===== src/rtl/fetch_queue_pkg.sv =====
// Shared types for the fetch-to-decode instruction buffer: RV32I word,
// branch-prediction bundle and the stored queue entry.
package fetch_queue_pkg;

    typedef logic [31:0] rv32i_word;

    typedef struct packed {
        logic [2:0] bhr;
        logic       taken;
        rv32i_word  btb_address;
    } predict_regs;

    typedef struct packed {
        rv32i_word   pc;
        rv32i_word   instr;
        predict_regs predict;
    } fetch_entry;

    localparam int FQ_DEFAULT_DEPTH = 4;

    function automatic int fq_count_width(input int depth);
        return $clog2(depth) + 1;
    endfunction

endpackage


===== src/rtl/fetch_queue_if.sv =====
// Enqueue (from fetch) and dequeue (to decode) handshake bundle of the fetch queue.
import fetch_queue_pkg::*;

interface fetch_queue_if;

    logic        enq_valid;
    rv32i_word   enq_pc;
    rv32i_word   enq_instr;
    predict_regs enq_predict;
    logic        enq_ready;

    logic        deq_valid;
    rv32i_word   deq_pc;
    rv32i_word   deq_instr;
    predict_regs deq_predict;
    logic        deq_ready;

    // master drives fetch data and decode's ready; slave is the queue itself
    modport master (
        output enq_valid, enq_pc, enq_instr, enq_predict, deq_ready,
        input  enq_ready, deq_valid, deq_pc, deq_instr, deq_predict
    );

    modport slave (
        input  enq_valid, enq_pc, enq_instr, enq_predict, deq_ready,
        output enq_ready, deq_valid, deq_pc, deq_instr, deq_predict
    );

endinterface


===== src/rtl/fetch_queue_ptr.sv =====
// CW-bit circular-buffer pointer: low bits index storage, MSB is the wrap bit.
// Load has priority over increment; ptr_nxt exposes the value taken on the next edge.
module fifo_ptr #(
    parameter int CW = 3
) (
    input  logic          clk,
    input  logic          reset_n,
    input  logic          inc,
    input  logic          load,
    input  logic [CW-1:0] load_val,
    output logic [CW-1:0] ptr,
    output logic [CW-1:0] ptr_nxt
);

    always_comb begin
        ptr_nxt = ptr;
        if (load)
            ptr_nxt = load_val;
        else if (inc)
            ptr_nxt = ptr + CW'(1);
    end

    always_ff @(posedge clk or negedge reset_n) begin
        if (!reset_n)
            ptr <= '0;
        else
            ptr <= ptr_nxt;
    end

endmodule


===== src/rtl/fetch_queue.sv =====
// Instruction buffer between fetch and decode: DEPTH-entry circular FIFO of
// {pc, instr, predict}, drained in order, flushed on execute redirect.
module fetch_queue
    import fetch_queue_pkg::*;
#(
    parameter int DEPTH = FQ_DEFAULT_DEPTH,
    parameter int CW    = $clog2(DEPTH) + 1
) (
    input  logic            clk,
    input  logic            reset_n,
    fetch_queue_if.slave    q,
    input  logic            flush,
    input  logic            flush_drop_reset,
    output logic            stall_out,
    output logic [CW-1:0]   count,
    output logic [31:0]     flush_drop_count
);

    localparam int AW = CW - 1;

    fetch_entry    mem [DEPTH];
    fetch_entry    wr_entry;
    logic [CW-1:0] rptr, wptr, rptr_nxt, wptr_nxt;
    logic          empty, full;
    logic          enq_fire, deq_fire;

    function automatic logic [31:0] sat_add32(input logic [31:0] a,
                                              input logic [CW-1:0] b);
        logic [32:0] sum;
        sum = {1'b0, a} + 33'(b);
        return sum[32] ? 32'hFFFF_FFFF : sum[31:0];
    endfunction

    assign empty = (rptr == wptr);
    assign full  = (rptr[AW-1:0] == wptr[AW-1:0]) && (rptr[CW-1] != wptr[CW-1]);

    // Fires are gated on full/empty too, so the pointers can never cross.
    assign enq_fire = q.enq_valid & ~full  & ~flush;
    assign deq_fire = q.deq_ready & ~empty & ~flush;

    fifo_ptr #(.CW(CW)) u_wptr (
        .clk      (clk),
        .reset_n  (reset_n),
        .inc      (enq_fire),
        .load     (1'b0),
        .load_val ({CW{1'b0}}),
        .ptr      (wptr),
        .ptr_nxt  (wptr_nxt)
    );

    // Flush collapses the read pointer onto the write pointer.
    fifo_ptr #(.CW(CW)) u_rptr (
        .clk      (clk),
        .reset_n  (reset_n),
        .inc      (deq_fire),
        .load     (flush),
        .load_val (wptr),
        .ptr      (rptr),
        .ptr_nxt  (rptr_nxt)
    );

    assign wr_entry = '{pc: q.enq_pc, instr: q.enq_instr, predict: q.enq_predict};

    always_ff @(posedge clk) begin
        if (enq_fire)
            mem[wptr[AW-1:0]] <= wr_entry;
    end

    always_ff @(posedge clk or negedge reset_n) begin
        if (!reset_n)
            count <= '0;
        else
            count <= wptr_nxt - rptr_nxt;
    end

    // A clear coinciding with a flush wins over the accumulation.
    always_ff @(posedge clk or negedge reset_n) begin
        if (!reset_n)
            flush_drop_count <= '0;
        else if (flush_drop_reset)
            flush_drop_count <= '0;
        else if (flush)
            flush_drop_count <= sat_add32(flush_drop_count, count);
    end

    assign q.enq_ready   = ~full;
    assign stall_out     = full;
    assign q.deq_valid   = ~empty;
    assign q.deq_pc      = mem[rptr[AW-1:0]].pc;
    assign q.deq_instr   = mem[rptr[AW-1:0]].instr;
    assign q.deq_predict = mem[rptr[AW-1:0]].predict;

endmodule


===== src/flat_wrapper.sv =====
// flat-port wrapper written by rule: the top's interface ports become plain ports
module fetch_queue_flat import fetch_queue_pkg::*;
#(
    parameter int DEPTH = FQ_DEFAULT_DEPTH,
    parameter int CW    = $clog2(DEPTH) + 1
)
  (clk, reset_n, flush, flush_drop_reset, stall_out, count, flush_drop_count, q_enq_valid, q_enq_pc, q_enq_instr, q_enq_predict, q_deq_ready, q_enq_ready, q_deq_valid, q_deq_pc, q_deq_instr, q_deq_predict);
  fetch_queue_if q_i ();
  input  logic clk;
  input  logic reset_n;
  input  logic flush;
  input  logic flush_drop_reset;
  output logic stall_out;
  output logic [CW-1:0] count;
  output logic [31:0] flush_drop_count;
  input wire logic [$bits(q_i.enq_valid)-1:0] q_enq_valid;
  input wire logic [$bits(q_i.enq_pc)-1:0] q_enq_pc;
  input wire logic [$bits(q_i.enq_instr)-1:0] q_enq_instr;
  input wire logic [$bits(q_i.enq_predict)-1:0] q_enq_predict;
  input wire logic [$bits(q_i.deq_ready)-1:0] q_deq_ready;
  output wire logic [$bits(q_i.enq_ready)-1:0] q_enq_ready;
  output wire logic [$bits(q_i.deq_valid)-1:0] q_deq_valid;
  output wire logic [$bits(q_i.deq_pc)-1:0] q_deq_pc;
  output wire logic [$bits(q_i.deq_instr)-1:0] q_deq_instr;
  output wire logic [$bits(q_i.deq_predict)-1:0] q_deq_predict;
  assign q_i.enq_valid = q_enq_valid;
  assign q_i.enq_pc = q_enq_pc;
  assign q_i.enq_instr = q_enq_instr;
  assign q_i.enq_predict = q_enq_predict;
  assign q_i.deq_ready = q_deq_ready;
  assign q_enq_ready = q_i.enq_ready;
  assign q_deq_valid = q_i.deq_valid;
  assign q_deq_pc = q_i.deq_pc;
  assign q_deq_instr = q_i.deq_instr;
  assign q_deq_predict = q_i.deq_predict;
  fetch_queue #(.DEPTH(DEPTH), .CW(CW)) u_core (.clk(clk), .reset_n(reset_n), .q(q_i), .flush(flush), .flush_drop_reset(flush_drop_reset), .stall_out(stall_out), .count(count), .flush_drop_count(flush_drop_count));
endmodule

===== config.mk =====
export PLATFORM = sky130hd
export DESIGN_NAME = fetch_queue_flat
export DESIGN_NICKNAME = d
export VERILOG_FILES = /design/src/rtl/fetch_queue_pkg.sv /design/src/rtl/fetch_queue_if.sv /design/src/rtl/fetch_queue_ptr.sv /design/src/rtl/fetch_queue.sv /design/src/flat_wrapper.sv
export SDC_FILE = /design/constraint.sdc
export NUM_CORES = 1
export LEC_CHECK = 0
export ABC_AREA = 0
export BUFFER_PORTS_ARGS = -buffer_cell sky130_fd_sc_hd__buf_2
export CAP_MARGIN = 20
export CORE_ASPECT_RATIO = 0.9
export CORE_MARGIN = 8
export CORE_UTILIZATION = 45
export CTS_CLUSTER_DIAMETER = 100
export DETAILED_ROUTE_END_ITERATION = 7
export PLACE_DENSITY = 0.65
export SYNTH_ARGS = -nofsm -noshare
export SYNTH_HDL_FRONTEND = slang
export SYNTH_HIERARCHICAL = 1
export SYNTH_SLANG_ARGS = --single-unit

===== constraint.sdc =====
create_clock -name clk -period 19.7 [get_ports clk]
set_input_delay 0.985 -clock clk [delete_from_list [all_inputs] [get_ports clk]]
set_output_delay 0.985 -clock clk [all_outputs]
set_load 0.01 [all_outputs]

==> metrics.md <==
| Metric | Value |
|---|---|
| Run status | `finished clean` |
| Final cell area excluding filler cells | `20,000 um2` |
| Die H | `200 um` |
| Fin. max-slew vios | `0` |
| Detailed Place HPWL | `22,300 um` |
| Fin crit share | `23.7%` |
| Final Hold Slack | `542 ps` |
| Share of cells above drive strength 1 | `38.4%` |
| Main area contributors after synthesis | `edfxtp_1 (71%), mux4_2 (13%), dfrtp_1 (6.1%)` |
| CP Data Required Time | `18,720 ps` |
| Critical path capture point type | `output pin` |
| Pre-antenna DRT Iters | `5` |
| Port buffer count | `243` |
| Commonest cells after routing, fill and taps aside | `edfxtp_1 (400), buf_2 (243), mux4_2 (100)` |
| Largest net degree at the start of global routing | `68` |
| Final Util | `54.0%` |
| Seq/Total Area, Yosys | `77.3%` |
| Post-synth EDFFs | `400` |
| Max clock buf depth | `3` |
| GRT Overall Usage | `16.3%` |
| Post-cts sizing count | `0` |
| Worst-Margin Slew | `1020 ps` |
| Core Rows | `67` |
| Worst reg2reg path depth | `6` |
| Clk_lat worst skew | `550 ps` |
| Syn. warnings | `6` |
| CP Data Arrival Time | `3690 ps` |
| First-pass GRT wire length | `54,400 um` |
| Via density | `5.42` |
| Hold Path Class | `register to register` |
| Slew margin rel. | `32.2%` |
| Pwr Density | `109 nW/um2` |
| Unrepaired setup endpoints after global routing | `no` |
| CTS Buf Count | `45` |
| Total Neg Setup Slack | `0 ps` |
| H-tree depth | `2` |
| WL per Instance | `22.4 um` |
| IO Pins | `244` |
| Pre-CTS setup slack | `15,410 ps` |
| CP max FO | `43` |
| Setup Skew | `15.9 ps` |
| Number of distinct library cells after synthesis | `48` |
| Final hold vios | `0` |
| Buffer count from post-CTS setup fixing | `0` |
| Total leakage power | `0.00702 uW` |
| Synthesized instance count | `796` |
| Layout Nets | `1,188` |
| Die X | `220 um` |
| First-iteration detailed-routing DRC count | `699` |
| CP startpoint kind | `register` |
| M2 GR Usage | `25.5%` |
| GRT met3 Usage | `4.63%` |
| F_max | `0.214 GHz` |
| ANT nets after route | `0` |
| DR DRC count | `0` |
| Clock sinks | `441` |
| Reg clk slew, reported paths | `50 ps` |
| Vias in the first global route | `9,039` |
| Commonest non-fill, non-tap cell in the layout | `edfxtp_1` |
| Hold Crit Depth | `1` |
| Layout area overhead | `18.8%` |
| GR peak layer | `met2` |
| Initial Util | `45.4%` |
| Ys async rst share | `9.30%` |
| DIE AREA | `43,900 um2` |
| Final worst setup slack | `15,030 ps` |
| Max cap viols | `0` |
| Min cycle time layout | `4670 ps` |
| Yosys top cell by area | `edfxtp_1` |
| DP Area | `18,700 um2` |
| Yosys reg bits | `441` |
| Post-synth top area share | `71.2%` |
| Syn avg cell area | `21.2 um2` |
| Root Buffer | `clkbuf_16` |
| Final Routed Wirelength | `35,600 um` |
| Cts hold-fix bufs | `0` |
| Via count | `8,642` |
| Met1 GRT Util | `22.4%` |
| Count of final setup violators | `0` |
| Total gr overflow | `0` |
| Core Region | `37,100 um2` |
| Post-synth top flop | `edfxtp_1` |
| Synthesized cell area | `16,900 um2` |
| Kind of critical path | `register to output pin` |
| Initial antenna violation count | `7` |
| GP Congestion | `0.807` |
| Peak VDD IR | `77.7 uV` |
| TritonCTS clock tree | `yes` |
==> cell families after synthesis <==
| logic type | synth area share (%) |
|---|---|
| AOI/OAI and AO/OA | 2.60 |
| xor gates and xnor gates | 0.415 |
| adders and majority gates | 0.682 |
| buffers and inverters | 1.08 |
| DFF | 77.3 |
| muxes | 13.9 |
| other | 0.0222 |
| and+or+nand+nor | 4.02 |
==> worst paths after layout <==
kind	from	slack, ps	to
min reg2reg	u_core/flush_drop_count[29]	540	u_core/flush_drop_count[29]
min in group asynchronous	reset_n	590	u_core/flush_drop_count[22]
max reg2reg	u_core/u_rptr/ptr[1]	16060	u_core/mem[3][59]
max in group asynchronous	reset_n	18400	u_core/u_rptr/ptr[0]
min	u_core/flush_drop_count[29]	540	u_core/flush_drop_count[29]
max	u_core/u_rptr/ptr[0]	15030	q_deq_pc[15]
==> flip-flops by register name, indices dropped and copies added, names as in the netlist <==
register and cells:
u_core/count 3, u_core/flush_drop_count 32, u_core/mem 400, u_core/u_rptr/ptr 3, u_core/u_wptr/ptr 3
==> per-layer routing <==
layer | part of all wire [%] | wire length [um]
met1 | 43 | 15300
met5 | 0.17 | 60
met2 | 48 | 16900
met3 | 7.7 | 2740
met4 | 1.6 | 566
==> final cells by class <==
cell class | instances | area [um2]
diodes | 5 | 12.5
repair buffers | 256 | 1310
multi-input cells | 320 | 3710
clock inverters | 18 | 148
flip-flops and latches | 441 | 13000
clock buffers | 60 | 1180
fillers | 2893 | 17100
well taps | 483 | 604
inverters | 10 | 37.5
==> through the flow <==
stage | cells | power (uW)
floorplan | 805 | 1320
global placement | 1510 | 1450
detailed placement | 1510 | 1450
CTS | 1588 | 2230
global route | 1590 | 2280
finish | 1593 | 2190
==> where the power goes <==
group          internal (uW)  switching, uW  total (uW)  leakage [uW]
registers               1070           29.9        1100       0.00418
clock network            436            333         769      0.000643
logic                    152            173         326       0.00220
total                   1660            536        2190       0.00702
==> critical path, cell delays in order, from the launching register on <==
cell and delay [ps]:
dfrtp_4 820, buf_4 800, buf_4 700, mux4_2 620, buf_2 170
==> cells in the mapped netlist (4+ instances only) <==
| cell | instances |
|---|---|
| a211oi_1 | 15 |
| a21o_1 | 4 |
| a21oi_1 | 14 |
| a311oi_1 | 4 |
| a31oi_1 | 5 |
| a41oi_1 | 6 |
| and3_1 | 11 |
| and4_1 | 4 |
| buf_1 | 4 |
| buf_2 | 13 |
| clkbuf_1 | 16 |
| dfrtp_1 | 41 |
| edfxtp_1 | 400 |
| ha_1 | 6 |
| inv_1 | 10 |
| mux2i_1 | 8 |
| mux4_2 | 100 |
| nand2_1 | 28 |
| nand3_1 | 5 |
| nand4_1 | 8 |
| nor2_1 | 25 |
| nor3_1 | 17 |
| nor4_1 | 5 |
| o21ai_0 | 7 |
| xnor2_1 | 6 |
Power figures use the tool's default switching activity.
